File: config.mk
export PLATFORM = sky130hd
export DESIGN_NAME = dff_write_arbiter
export DESIGN_NICKNAME = d
export VERILOG_FILES = /design/src/rtl/dff_write_arbiter.sv
export SDC_FILE = /design/constraint.sdc
export NUM_CORES = 1
export LEC_CHECK = 0
export CAP_MARGIN = 25
export CORE_ASPECT_RATIO = 0.6
export CORE_UTILIZATION = 39
export CTS_CLUSTER_DIAMETER = 60
export DETAILED_ROUTE_END_ITERATION = 8
export GPL_TIMING_DRIVEN = 0
export PLACE_DENSITY = 0.9
export SYNTH_ARGS = -nofsm -noshare
export SYNTH_HDL_FRONTEND = slang
export SYNTH_SLANG_ARGS = --single-unit
File: constraint.sdc
create_clock -name clk -period 2.5 [get_ports clk]
set_input_delay 0.5 -clock clk [delete_from_list [all_inputs] [get_ports clk]]
set_output_delay 0.5 -clock clk [all_outputs]
set_load 0.02 [all_outputs]
File: src/rtl/dff_write_arbiter.sv
// Round-robin arbiter that owns the d-input of one shared WIDTH-bit register.
// One pending requester is captured per grant, followed by an optional HOLD cooldown.
module dff_write_arbiter #(
  parameter int unsigned N           = 4,
  parameter int unsigned WIDTH       = 8,
  parameter int unsigned HOLD_CYCLES = 2
) (
  input  logic                   clk,
  input  logic                   reset,
  input  logic [N-1:0]           req,
  input  logic [N*WIDTH-1:0]     data,
  output logic [N-1:0]           gnt,
  output logic [WIDTH-1:0]       y,
  output logic                   y_valid,
  output logic [$clog2(N)-1:0]   owner,
  output logic                   busy
);

  localparam int unsigned OW = $clog2(N);
  localparam int unsigned CW = $clog2(HOLD_CYCLES + 2);

  typedef enum logic {IDLE, HOLD} state_t;

  state_t          state_q;
  logic [OW-1:0]   ptr_q;
  logic [CW-1:0]   cnt_q;
  logic [N-1:0]    gnt_q;
  logic [WIDTH-1:0] y_q;
  logic            y_valid_q;
  logic [OW-1:0]   owner_q;
  logic            busy_q;

  logic            found_d;
  logic [OW-1:0]   win_d;
  int unsigned     idx;

  // Scan ptr, ptr+1, ... with wrap; first pending requester wins.
  always_comb begin
    found_d = 1'b0;
    win_d   = '0;
    idx     = 0;
    for (int unsigned i = 0; i < N; i++) begin
      idx = {{(32-OW){1'b0}}, ptr_q} + i;
      if (idx >= N) idx = idx - N;
      if (!found_d && req[idx[OW-1:0]]) begin
        found_d = 1'b1;
        win_d   = idx[OW-1:0];
      end
    end
  end

  always_ff @(posedge clk) begin
    if (reset) begin
      state_q   <= IDLE;
      ptr_q     <= '0;
      cnt_q     <= '0;
      gnt_q     <= '0;
      y_q       <= '0;
      y_valid_q <= 1'b0;
      owner_q   <= '0;
      busy_q    <= 1'b0;
    end else begin
      gnt_q     <= '0;
      y_valid_q <= 1'b0;
      case (state_q)
        IDLE: begin
          if (found_d) begin
            y_q          <= data[win_d*WIDTH +: WIDTH];
            gnt_q[win_d] <= 1'b1;
            y_valid_q    <= 1'b1;
            owner_q      <= win_d;
            ptr_q        <= (win_d == OW'(N-1)) ? '0 : win_d + 1'b1;
            if (HOLD_CYCLES > 0) begin
              state_q <= HOLD;
              cnt_q   <= CW'(HOLD_CYCLES);
              busy_q  <= 1'b1;
            end
          end
        end
        HOLD: begin
          cnt_q <= cnt_q - 1'b1;
          if (cnt_q == CW'(1)) begin
            state_q <= IDLE;
            busy_q  <= 1'b0;
          end
        end
        default: state_q <= IDLE;
      endcase
    end
  end

  assign gnt     = gnt_q;
  assign y       = y_q;
  assign y_valid = y_valid_q;
  assign owner   = owner_q;
  assign busy    = busy_q;

endmodule

==> metrics.yaml <==
place:
  place_ws_ns: -0.135
  place.gp.congestion: 0.769
  io_buffers: 53
  placed_area_um2: 1660
  dp_hpwl_um: 2350
setup_path:
  cp.depth: 10
  max_stage_delay_ns: 0.55
  r2r-end: "ptr_q[1]"
  cp_max_fo: 11
  arrival_ns: 2.48
  r2r_cells: 9
  critPathSlowestCell: "clkdlybuf4s50_1"
  ff2ff_setup_slack_ns: 0.56
  path_buf_inv: 4
  path_delay_family: "buffers and inverters"
  cp.required_ns: 2.64
  path_cells: "clkdlybuf4s50_1, or2b_1, a21o_1, or3b_1, buf_6, buf_12, inv_1, ha_1, nand2_1, a21oi_1"
  critPathKind: "in2reg"
  reg2reg_from: "ptr_q[0]"
  critPathLaunchType: "input port"
  cp-end-kind: "flip-flop"
floorplanning:
  die_w_um: 70.2
  rows: 14
  io-pin-count: 54
  fp.coreArea_um2: 2570
  start_util_pct: 42.2
  dieArea_um2: 3010
  die_y_um: 42.9
worst_hold_path:
  holdPathEnd: "owner[0]"
  hold_path_class: "reg2reg"
  min_from: "owner[0]"
  hold_depth: 2
synthesis:
  postSynthNetCount: 155
  syn_area_per_cell_um2: 9.71
  yosysTopAreaCellShare_pct: 38.7
  ys_seq_area_share_pct: 38.7
  ys_top_cells_by_count: "21 x dfxtp_1, 17 x mux2i_1, 10 x nand2_1"
  post-synth-top-count-cell: "dfxtp_1"
  synth_top_cell_by_area: "dfxtp_1"
  syn_area_um2: 1090
  ys_ff_latch: 21
  synth_cells: 112
  synthArstFlopShare_pct: 0
  yosys.cell_types.count: 29
  synthFlopType: "dfxtp_1"
  synth_edf_count: 0
  ys_warn_count: 0
  synthTopCellsByArea: "dfxtp_1 39%, mux2i_1 16%, o221ai_1 6.4%, ha_1 5.8%, nand3b_1 5.5%"
sta:
  fin_crit_ns: 2.34
  setup_viol: 0
  worst_slew_pin_slew_ns: 0.421
  hold_violations: 0
  period_share_pct: 93.6
  rsz0062_at_grt: "false"
  fin_skew_ns: 0.00400
  hold_ws_ns: 0.454
  clock.fmax_mhz: 427
  slew_headroom_pct: 72.0
  fin_ws_ns: 0.160
  timing.final.max_slew_violations: 0
cells_and_area:
  areaGrowthSynthToFinish_pct: 57.2
  n_antenna_cell: 0
  nets: 213
  drive_above_1_share_pct: 5.33
  postLayoutCellArea_um2: 1710
drt:
  drc: 0
  totalWireLength_um: 3170
  drt_iter0_drc: 53
  detail_route.vias_per_cell: 5.42
  dr_wl_met3_um: 181
  route.top_layer_used: "met4"
  wire_per_inst_um: 15.8
  num_vias: 1089
  met2_length_um: 1580
  met1_length_um: 1330
  drtPass1Iterations: 4
  ant_nets: 0
status:
  status: "complete, no violations"
cts:
  ctsRootBufferMaster: "clkbuf_8"
  postCtsSetupRepairBufs: 0
  clkTransAtPathRegs_ns: 0.08
  clkSinkCount: 21
  cts_tree: "done"
  insertion_delay_ns: 0.26
  cts_buffers: 3
  clockBufferDepth: 2
  h-tree-depth: 1
pwr:
  vdd_drop_max_v: 0.000338
  power.density_nw_per_um2: 560
  power.leakage_uw: 0.000726
grt:
  grt_max_degree: 12
  antenna_found_initial: 0
  grt_pass1_vias: 1028
  grt_first_pass_wirelength_um: 4820
  grt_usage_pct: 21.3
  overflow: 0
flow_run:
  drv_cap: 0
-- stage by stage --
step	utilization [%]	TNS [ns]	total power [µW]	std cells
global route	66.4	0	1000	201
floorplan	-	0	580	112
global placement	64.4	-0.174	720	197
CTS	66.1	0	957	201
finish	66.4	0	957	201
detailed placement	64.4	-1.11	734	197
-- area by class of cell --
type,count,area (µm²)
multi-input combinational,81,611
buffer,5,43.8
tap,32,40.0
timing repair buffer,53,531
inverter,5,18.8
sequential,21,420
fill,191,866
clock buffer,4,45.0
-- cells by family after synthesis --
logic type	share of synthesized area [%]
mux	15.6
fa+ha+maj	5.75
buf+inv	5.75
flops	38.7
compound gates	13.1
simple gates	21.1
-- worst max path at each step --
stage | from | to | slack, ns
after floorplan | req[2] | ptr_q[1] | 0.61
after global placement | req[0] | y[4] | -0.03
after detailed placement | req[0] | y[5] | -0.14
after CTS | req[0] | y[5] | 0.1
after global routing | req[2] | ptr_q[1] | 0.06
final | req[2] | ptr_q[1] | 0.16
-- routing by layer --
metal	GRT usage, %	vias to the layer above
met4	8.00	0
met3	5.23	8
li1	-	518
met5	0	-
met1	24.5	508
met2	38.8	55
-- tightest hold or removal path, stage by stage, from the launching register on --
cell	delay, ns
dfxtp_1	0.31
nand2_1	0.05
a21oi_1	0.05
-- cells in the final DEF, fill, tap and decap left out, types with 2 or more instances in the layout --
| cell type | instances |
|---|---|
| a21oi_1 | 7 |
| and2_1 | 4 |
| clkbuf_1 | 3 |
| clkbuf_8 | 3 |
| clkdlybuf4s50_1 | 53 |
| dfxtp_1 | 21 |
| ha_1 | 5 |
| inv_1 | 5 |
| mux2i_1 | 17 |
| nand2_1 | 10 |
| nand2b_1 | 2 |
| nand3b_1 | 8 |
| nor2_1 | 4 |
| nor3b_1 | 2 |
| o221ai_1 | 8 |
| or2b_1 | 2 |
-- sequential cells by signal (all words and copies together) (netlist names) --
name / cells
y: 8
y_valid: 1
owner: 2
state_q: 1
cnt_q: 2
ptr_q: 2
gnt: 4
busy: 1
-- power breakdown --
| part | total [µW] | switching (µW) | internal (µW) |
|---|---|---|---|
| combinational | 338 | 156 | 183 |
| sequential | 393 | 23.1 | 370 |
| clock | 226 | 112 | 114 |
| total | 957 | 291 | 666 |
-- what timing repair did --
action                     4_1_cts  5_1_grt
setup endpoints to repair        0        6
gates resized for setup          0        1
hold buffers                     0        0
No activity file was read; power rests on OpenSTA's default activity.
